`src/rtl/obi_arb_pkg.sv`:
```
// Shared definitions for the OBI round-robin arbiter.
//   OBI_ADDR_W / OBI_DATA_W / OBI_BE_W : OBI bus field widths.
//   idx_width(n)                       : index width for n entries, at least 1.
package obi_arb_pkg;

   localparam int unsigned OBI_ADDR_W = 32'd32;
   localparam int unsigned OBI_DATA_W = 32'd32;
   localparam int unsigned OBI_BE_W   = 32'd4;

   // A single entry still needs a one-bit index so ports never collapse to zero width.
   function automatic int unsigned idx_width(input int unsigned n);
      if (n > 32'd1) begin
         return int'($clog2(n));
      end else begin
         return 32'd1;
      end
   endfunction

endpackage

```
`src/rtl/obi_arb_id_fifo.sv`:
```
// Lane-ID FIFO: remembers which lane owns each granted, unanswered transaction.
//   clk_i, rst_ni : clock, asynchronous active-low reset
//   push_i, data_i: write data_i at the tail (ignored when full)
//   pop_i         : drop the head entry (ignored when empty)
//   full_o/empty_o: occupancy flags
//   head_o        : oldest stored lane ID
// Push and pop in the same cycle keep the count unchanged.
module obi_arb_id_fifo
   import obi_arb_pkg::*;
#(
   parameter int unsigned DEPTH = 2,
   parameter int unsigned WIDTH = 2
) (
   input  logic             clk_i,
   input  logic             rst_ni,
   input  logic             push_i,
   input  logic [WIDTH-1:0] data_i,
   input  logic             pop_i,
   output logic             full_o,
   output logic             empty_o,
   output logic [WIDTH-1:0] head_o
);

   localparam int unsigned PTR_W = idx_width(DEPTH);
   localparam int unsigned CNT_W = $clog2(DEPTH + 1);

   logic [WIDTH-1:0] mem_r [DEPTH];
   logic [PTR_W-1:0] wr_ptr_r;
   logic [PTR_W-1:0] rd_ptr_r;
   logic [CNT_W-1:0] count_r;
   logic             push_ok_s;
   logic             pop_ok_s;

   // Pointers wrap at DEPTH, which need not be a power of two.
   function automatic logic [PTR_W-1:0] ptr_inc(input logic [PTR_W-1:0] p);
      if (p == PTR_W'(DEPTH - 1)) begin
         return {PTR_W{1'b0}};
      end else begin
         return p + PTR_W'(1);
      end
   endfunction

   assign full_o    = (count_r == CNT_W'(DEPTH));
   assign empty_o   = (count_r == {CNT_W{1'b0}});
   assign head_o    = mem_r[rd_ptr_r];
   assign push_ok_s = push_i & ~full_o;
   assign pop_ok_s  = pop_i & ~empty_o;

   // Storage, pointers and occupancy count.
   always_ff @(posedge clk_i or negedge rst_ni) begin
      if (!rst_ni) begin
         wr_ptr_r <= {PTR_W{1'b0}};
         rd_ptr_r <= {PTR_W{1'b0}};
         count_r  <= {CNT_W{1'b0}};
         for (int i = 0; i < int'(DEPTH); i++) begin
            mem_r[i] <= {WIDTH{1'b0}};
         end
      end else begin
         if (push_ok_s) begin
            mem_r[wr_ptr_r] <= data_i;
            wr_ptr_r        <= ptr_inc(wr_ptr_r);
         end
         if (pop_ok_s) begin
            rd_ptr_r <= ptr_inc(rd_ptr_r);
         end
         case ({push_ok_s, pop_ok_s})
            2'b10:   count_r <= count_r + CNT_W'(1);
            2'b01:   count_r <= count_r - CNT_W'(1);
            default: count_r <= count_r;
         endcase
      end
   end

endmodule

```
`src/rtl/obi_rr_arbiter.sv`:
```
// Round-robin arbiter sharing one OBI memory port among NUM_REQS OBI lanes.
//   clk_i, rst_ni        : clock, asynchronous active-low reset
//   s_req_i / s_gnt_o    : per-lane request / zero-latency grant
//   s_we_i, s_be_i,
//   s_addr_i, s_wdata_i  : per-lane request fields
//   s_rvalid_o           : per-lane response valid, routed via the ID FIFO
//   s_rdata_o            : memory read data broadcast to all lanes
//   m_*                  : memory-side OBI port (responses return in order)
//   busy_o               : transactions outstanding or a request being presented
//   err_o                : sticky, a response arrived with nothing outstanding
// A lane presented without grant stays selected until granted so its fields
// remain stable on the memory port.
module obi_rr_arbiter
   import obi_arb_pkg::*;
#(
   parameter int unsigned NUM_REQS        = 4,
   parameter int unsigned MAX_OUTSTANDING = 2,
   parameter int unsigned IDX_W           = idx_width(NUM_REQS)
) (
   input  logic                                clk_i,
   input  logic                                rst_ni,
   input  logic [NUM_REQS-1:0]                 s_req_i,
   output logic [NUM_REQS-1:0]                 s_gnt_o,
   input  logic [NUM_REQS-1:0]                 s_we_i,
   input  logic [NUM_REQS-1:0][OBI_BE_W-1:0]   s_be_i,
   input  logic [NUM_REQS-1:0][OBI_ADDR_W-1:0] s_addr_i,
   input  logic [NUM_REQS-1:0][OBI_DATA_W-1:0] s_wdata_i,
   output logic [NUM_REQS-1:0]                 s_rvalid_o,
   output logic [OBI_DATA_W-1:0]               s_rdata_o,
   output logic                                m_req_o,
   input  logic                                m_gnt_i,
   output logic                                m_we_o,
   output logic [OBI_BE_W-1:0]                 m_be_o,
   output logic [OBI_ADDR_W-1:0]               m_addr_o,
   output logic [OBI_DATA_W-1:0]               m_wdata_o,
   input  logic                                m_rvalid_i,
   input  logic [OBI_DATA_W-1:0]               m_rdata_i,
   output logic                                busy_o,
   output logic                                err_o
);

   logic [IDX_W-1:0] rr_ptr_r;
   logic             lock_r;
   logic [IDX_W-1:0] locked_idx_r;
   logic             err_r;

   logic [IDX_W-1:0] pick_s;
   logic [IDX_W-1:0] sel_s;
   logic [IDX_W-1:0] rr_next_s;
   logic [IDX_W-1:0] head_s;
   logic             m_req_s;
   logic             hs_s;
   logic             pop_s;
   logic             fifo_full_s;
   logic             fifo_empty_s;

   // Round-robin search: walking from the far end down to rr_ptr makes the
   // last hit the first requester at or after rr_ptr.
   always_comb begin
      int               cand_v;
      logic [IDX_W-1:0] cand_idx;
      pick_s   = {IDX_W{1'b0}};
      cand_v   = 0;
      cand_idx = {IDX_W{1'b0}};
      for (int i = int'(NUM_REQS) - 1; i >= 0; i--) begin
         cand_v   = (int'(rr_ptr_r) + i) % int'(NUM_REQS);
         cand_idx = IDX_W'(cand_v);
         pick_s   = s_req_i[cand_idx] ? cand_idx : pick_s;
      end
   end

   // The request is gated by reset so the port is quiet while reset is held;
   // the cap uses the registered count only, so m_rvalid_i never reaches m_req_o.
   assign sel_s     = lock_r ? locked_idx_r : pick_s;
   assign m_req_s   = rst_ni & (|s_req_i) & ~fifo_full_s;
   assign hs_s      = m_req_s & m_gnt_i;
   assign pop_s     = m_rvalid_i & ~fifo_empty_s;
   assign rr_next_s = (sel_s == IDX_W'(NUM_REQS - 1)) ? {IDX_W{1'b0}} : sel_s + IDX_W'(1);

   assign m_req_o   = m_req_s;
   assign s_rdata_o = m_rdata_i;
   assign busy_o    = ~fifo_empty_s | m_req_s;
   assign err_o     = err_r;

   // Memory-side request fields: selected lane, zero while not requesting.
   always_comb begin
      m_we_o    = 1'b0;
      m_be_o    = {OBI_BE_W{1'b0}};
      m_addr_o  = {OBI_ADDR_W{1'b0}};
      m_wdata_o = {OBI_DATA_W{1'b0}};
      if (m_req_s) begin
         m_we_o    = s_we_i[sel_s];
         m_be_o    = s_be_i[sel_s];
         m_addr_o  = s_addr_i[sel_s];
         m_wdata_o = s_wdata_i[sel_s];
      end else begin
         m_we_o    = 1'b0;
         m_be_o    = {OBI_BE_W{1'b0}};
         m_addr_o  = {OBI_ADDR_W{1'b0}};
         m_wdata_o = {OBI_DATA_W{1'b0}};
      end
   end

   // One-hot grant to the selected lane and response valid to the FIFO head.
   always_comb begin
      s_gnt_o    = {NUM_REQS{1'b0}};
      s_rvalid_o = {NUM_REQS{1'b0}};
      for (int i = 0; i < int'(NUM_REQS); i++) begin
         s_gnt_o[i]    = hs_s  & (sel_s  == IDX_W'(i));
         s_rvalid_o[i] = pop_s & (head_s == IDX_W'(i));
      end
   end

   // Round-robin pointer and lock on a presented-but-ungranted request.
   always_ff @(posedge clk_i or negedge rst_ni) begin
      if (!rst_ni) begin
         rr_ptr_r     <= {IDX_W{1'b0}};
         lock_r       <= 1'b0;
         locked_idx_r <= {IDX_W{1'b0}};
      end else if (hs_s) begin
         rr_ptr_r <= rr_next_s;
         lock_r   <= 1'b0;
      end else if (m_req_s) begin
         lock_r       <= 1'b1;
         locked_idx_r <= sel_s;
      end else begin
         rr_ptr_r     <= rr_ptr_r;
         lock_r       <= lock_r;
         locked_idx_r <= locked_idx_r;
      end
   end

   // Sticky flag for a response with no outstanding transaction.
   always_ff @(posedge clk_i or negedge rst_ni) begin
      if (!rst_ni) begin
         err_r <= 1'b0;
      end else begin
         err_r <= err_r | (m_rvalid_i & fifo_empty_s);
      end
   end

   obi_arb_id_fifo #(
      .DEPTH (MAX_OUTSTANDING),
      .WIDTH (IDX_W)
   ) u_id_fifo (
      .clk_i   (clk_i),
      .rst_ni  (rst_ni),
      .push_i  (hs_s),
      .data_i  (sel_s),
      .pop_i   (pop_s),
      .full_o  (fifo_full_s),
      .empty_o (fifo_empty_s),
      .head_o  (head_s)
   );

endmodule

```
`config.mk`:
```
export PLATFORM = sky130hd
export DESIGN_NAME = obi_rr_arbiter
export DESIGN_NICKNAME = d
export VERILOG_FILES = /design/src/rtl/obi_arb_pkg.sv /design/src/rtl/obi_arb_id_fifo.sv /design/src/rtl/obi_rr_arbiter.sv
export SDC_FILE = /design/constraint.sdc
export NUM_CORES = 1
export LEC_CHECK = 0
export BUFFER_PORTS_ARGS = -buffer_cell sky130_fd_sc_hd__buf_2
export CAP_MARGIN = 20
export CORE_AREA = 2 2 168 170
export DETAILED_ROUTE_END_ITERATION = 7
export DIE_AREA = 0 0 170 172
export SLEW_MARGIN = 30
export SYNTH_ARGS = -nofsm -noshare
export SYNTH_HDL_FRONTEND = slang
export SYNTH_SLANG_ARGS = --single-unit
```
`constraint.sdc`:
```
create_clock -name clk_i -period 4.5 [get_ports clk_i]
set_input_delay 0.675 -clock clk_i [delete_from_list [all_inputs] [get_ports clk_i]]
set_output_delay 0.675 -clock clk_i [all_outputs]
set_load 0.05 [all_outputs]
```
Word level (Yosys, flattened, before mapping)
Cells that the tools add are included.
{"block": "op_classes", "addsub": 8, "n_lt_le_gt_ge": 8, "eq_ne": 9, "n_mux": 37, "bitwise_logic": 22, "n_reduce_logical": 8}
{"operator": "$bmux 32 s2", "n": 2}
{"operator": "$mux 32", "n": 4}
{"operator": "$mux 2", "n": 10}
{"operator": "$and 1x1->1", "n": 15}
{"operator": "$lt 2x3->1 const B", "n": 5}
{"operator": "$eq 2x2->1 const B", "n": 6}
{"operator": "$bmux 1 s2", "n": 5}
{"operator": "$mux 1", "n": 10}
{"operator": "$bmux 4 s2", "n": 1}
{"operator": "$mux 4", "n": 2}
{"operator": "$add 2x1->2 const B", "n": 3}
{"operator": "$eq 2x1->1 const B", "n": 3}
{"operator": "$logic_not 2->1", "n": 3}
{"operator": "$add 2x2->2 const B", "n": 2}
{"operator": "$bwmux 4", "n": 1}
{"operator": "$ge 2x2->1 const B", "n": 2}
{"operator": "$not 1->2", "n": 2}
{"operator": "$pmux 2 s2", "n": 1}
{"operator": "$reduce_bool 2->1", "n": 2}
{"operator": "$reduce_or 4->1", "n": 1}
{"operator": "$not 1->1", "n": 3}
{"operator": "$add 1x1->1 const B", "n": 2}
{"operator": "$demux 2 s1", "n": 1}
{"operator": "$lt 2x1->1 const B", "n": 1}
{"operator": "other kinds (4)", "n": 5}
{"block": "word_totals", "register_bits": 14, "inputBits": 316, "out_inout_bits": 112}

Depth between registers and ports, before layout
{"block": "depth", "ltp_word": 11, "mapped_depth": 9}

Cells and area by module
From an unflattened synthesis, not the netlist that was laid out.
{"block": "unflattened", "hier_cells": 348, "hier_area_um2": 3095.5}
{"module": "obi_rr_arbiter", "instances": 1, "cells_each": 320, "area_each_um2": 2706.3}
{"module": "obi_arb_id_fifo", "instances": 1, "cells_each": 28, "area_each_um2": 389.1}

Worst setup path after synthesis
OpenSTA, ideal clock, no wires.
{"block": "synth_path", "path_type": "input to output", "from": "in s_req_i[2]", "to": "out s_gnt_o[1]", "t_arrival_ps": 2733, "setup_slack_ps": 1092, "path_stages": 7, "path_buffers": 3, "cell_sequence": "mux2i_1 -> nor2_1 -> o41a_1 -> buf_6 -> buf_6 -> buf_6 -> nor3_1"}
{"block": "synth_via", "elab_chain_cells": 9, "elab_cells_between_ends": 19, "cone_classes": "eq/ne (1); mux (13); bitwise (4); reduce/logical (1)"}
{"item": "start, declared", "line": "obi_rr_arbiter.sv:22", "source": "input logic [NUM_REQS-1:0] s_req_i,"}
{"item": "$bmux 1 s2", "line": "obi_rr_arbiter.sv:68", "source": "pick_s = s_req_i[cand_idx] ? cand_idx : pick_s;"}
{"item": "$mux 1 (implied by the code)", "line": "obi_rr_arbiter.sv:68"}
{"item": "$mux 2 (4 in a row)", "line": "obi_rr_arbiter.sv:68"}
{"item": "$mux 2", "line": "obi_rr_arbiter.sv:74", "source": "assign sel_s = lock_r ? locked_idx_r : pick_s;"}
{"item": "$eq 2x1->1", "line": "obi_rr_arbiter.sv:109", "source": "s_gnt_o[i] = hs_s & (sel_s == IDX_W'(i));"}
{"item": "$and 1x1->1 (*)", "line": "obi_rr_arbiter.sv:109"}
{"item": "end, declared", "line": "obi_rr_arbiter.sv:23", "source": "output logic [NUM_REQS-1:0] s_gnt_o,"}
Mark *: on every way between the ends. The rest lies on a longest branch, timed or not. The select of a mux whose other input is x is not followed.

Worst setup path in the final report
{"block": "layout_path", "from": "in s_req_i[2]", "to": "out m_addr_o[22]"}
{"block": "layout_via", "elab_chain_cells": 10, "elab_cells_between_ends": 19, "cone_classes": "mux (16); bitwise (2); reduce/logical (1)"}
{"item": "$bmux 1 s2", "line": "obi_rr_arbiter.sv:68"}
{"item": "$mux 1 (implied by the code)", "line": "obi_rr_arbiter.sv:68"}
{"item": "$mux 2 (4 in a row)", "line": "obi_rr_arbiter.sv:68"}
{"item": "$mux 2", "line": "obi_rr_arbiter.sv:74"}
{"item": "$bmux 32 s2", "line": "obi_rr_arbiter.sv:94", "source": "m_addr_o = s_addr_i[sel_s];"}
{"item": "$mux 32 (implied by the code)", "line": "obi_rr_arbiter.sv:94"}
{"item": "$mux 32 (*)", "line": "obi_rr_arbiter.sv:91", "source": "if (m_req_s) begin"}
{"item": "end, declared", "line": "obi_rr_arbiter.sv:34", "source": "output logic [OBI_ADDR_W-1:0] m_addr_o,"}
Marks and branches as above.

==> results.tsv <==
metric	value	unit
preCtsSetupSlack	0.8691	ns
worstSetupStartpointType	primary input	
htreeDepth	1	
hold_path_class	in -> async	
vias	5706	
path_class	in -> out	
crit_chain	buf_2, mux2i_1, nor2_1, o41a_2, clkinv_4, buf_12, nand3_1, a22oi_2, buf_2	
placed_area	6521	sq um
drv_slew	0	
cts_made_buffers	3	
grt_pass1_wl	25870	um
yosysWarnings	0	
drtIter0Drc	220	
hold_ws	0.4233	ns
reg2reg_depth	8	
ys_seq_area_frac	0.07459	
cp_data_required_time	3.83	ns
antenna_cells	0	
die_h	172	um
slew_headroom	0.4353	
ios	428	
port_buffers	363	
syn_to_final_growth	40.73	%
drc	0	
worstSetupPathDepth	9	
ctsHoldBuffers	0	
critPathSlowestCell	o41a_2	
clk_pin_slew	0.05	ns
fin_ws	0.8948	ns
dieWidth	170	um
viasPerCell	4.856	
row_count	61	
wl	18620	um
powerDensity	985.8	nW/um^2
max_freq	277.4	MHz
p_leak	0.002629	uW
cts_root_buf	clkbuf_16	
globalRouteOverflowTotal	0	
drtPass1Iterations	4	
dpl.hpwl	13990	um
synthCells	541	
design_area	6610	sq um
reg2reg_slack	2.00	ns
async_flop_share	1.000	
synth.avg_cell_area	8.682	sq um
coreArea	27480	sq um
clkLatencyLatePin	0.24	ns
synth_area	4697	sq um
critical_path.top_delay_family	buffers and inverters	
synth.distinct_cells	45	
ctsResizeCount	0	
dieArea	29240	sq um
ir_drop	640.6	uV
syn_nets	859	
cts_tree	done	
finalCritPeriodShare	0.8011	
nets	1148	
synth_edf_count	0	
post_cts_buffers	0	
rsz0062_at_grt	no	
grt_max_degree	142	
grtUsageTotal	0.1093	
start_util	0.1709	
final_core_utilization	0.2406	
ys.flop_type	dfrtp_1	
antenna_found_initial	1	
path_buf_inv	4	
cp_slowest_stage_delay	0.53	ns
status	complete, no violations	
arrival	2.93	ns
ys_ff_latch	14	
cp-end-kind	primary output	
tns	0	ns
grt_pass1_vias	5021	
final_antenna_net_count	0	
clock_path_buffers	2	
gp_congestion	0.7961	
path_common_cell	buf_2	
hold_violations	0	
finClkSkew	0.001780	ns
drive_above_1_share	0.7238	
finalCriticalPeriod	3.605	ns
tightestPinTransition	0.8471	ns
drv_cap	0	
wl_per_cell	15.85	um
clock_sinks	14	
setup_viol	0	
cp_max_fo	66	
==> cell families (layout without fill, tap and decap cells) <==
family                     Yosys count  after routing  synth area share
DFF                                 14             14           0.07459
adders and majority gates            2              2          0.005327
buffers and inverters              120            408            0.1777
muxes                                4              4          0.009057
and+or+nand+nor                    167            167            0.2451
AOI/OAI and AO/OA                  229            229            0.4790
xor gates and xnor gates             5              5          0.009323
==> registers in the layout (all words and copies together) (netlist names) <==
name                cells
u_id_fifo.mem_r         4
locked_idx_r            2
rr_ptr_r                2
u_id_fifo.count_r       2
err_o                   1
lock_r                  1
u_id_fifo.rd_ptr_r      1
u_id_fifo.wr_ptr_r      1
==> area by class of cell <==
class / count / area, sq um
fillers: 2996 / 20870
multi-input cells: 407 / 3525
repair buffers: 394 / 2162
well taps: 346 / 432.9
flip-flops and latches: 14 / 350.3
clock buffers: 4 / 88.84
inverters: 10 / 51.30
==> layer usage <==
layer / share of wire / vias up / global-route usage
met5: 0.00070 / - / 0
met4: 0.038 / 2 / 0.04831
met3: 0.069 / 39 / 0.01259
met2: 0.49 / 299 / 0.1968
met1: 0.40 / 2669 / 0.1311
li1: - / 2697 / -
==> cell usage in the layout (no fill, tap or decap), types with 2 or more instances in the layout <==
cell	Yosys	layout
dfrtp_1	14	14
clkbuf_16	0	3
nand2b_1	2	2
ha_1	2	2
a21oi_1	5	5
a22oi_1	4	4
nor2_1	12	12
o21ai_0	4	4
a31oi_1	76	76
nand3_2	65	65
buf_4	33	22
a22oi_2	65	65
buf_12	7	9
xnor2_1	4	4
a31oi_2	62	62
mux2i_1	2	2
nand2_1	6	6
nand3_1	75	75
nor3_1	4	4
buf_2	31	363
inv_1	6	6
o21ai_1	2	2
==> synthesized netlist by cell type, types with 4 or more instances <==
cell type / instances / share of area
nand2_1: 6 / 0.0048
buf_4: 33 / 0.053
nor2_1: 12 / 0.0096
o21ai_0: 4 / 0.0043
nor3_1: 4 / 0.0043
buf_6: 12 / 0.029
a21oi_1: 5 / 0.0053
buf_1: 5 / 0.0040
buf_2: 31 / 0.033
xnor2_1: 4 / 0.0075
a31oi_2: 62 / 0.17
inv_1: 6 / 0.0048
a31oi_1: 76 / 0.10
nand3_2: 65 / 0.14
buf_12: 7 / 0.030
a22oi_1: 4 / 0.0064
nand3_1: 75 / 0.080
clkbuf_1: 21 / 0.017
dfrtp_1: 14 / 0.075
a22oi_2: 65 / 0.17
==> final timing paths <==
| path | from | to |
|---|---|---|
| setup / recovery | s_req_i[2] | m_addr_o[22] |
| hold / removal | rst_ni | rr_ptr_r[0] |
| setup reg to reg | u_id_fifo.count_r[0] | u_id_fifo.count_r[1] |
| hold reg to reg | err_o | err_o |
| max in group asynchronous | rst_ni | lock_r |
| min in group clk_i | err_o | err_o |
==> where the power goes <==
| part | total [uW] | internal, uW | switching, uW |
|---|---|---|---|
| Combinational | 6070 | 1770 | 4290 |
| Clock | 186 | 135 | 51.5 |
| Sequential | 261 | 185 | 76.0 |
==> through the flow <==
| step | instances | power, uW |
|---|---|---|
| 3_3_place_gp | 1171 | 6276 |
| 6_report | 1175 | 6516 |
| 3_5_place_dp | 1171 | 6334 |
| 4_1_cts | 1175 | 6539 |
| 2_1_floorplan | 541 | 5354 |
| 5_1_grt | 1175 | 6863 |
Power figures use the tool's default switching activity.
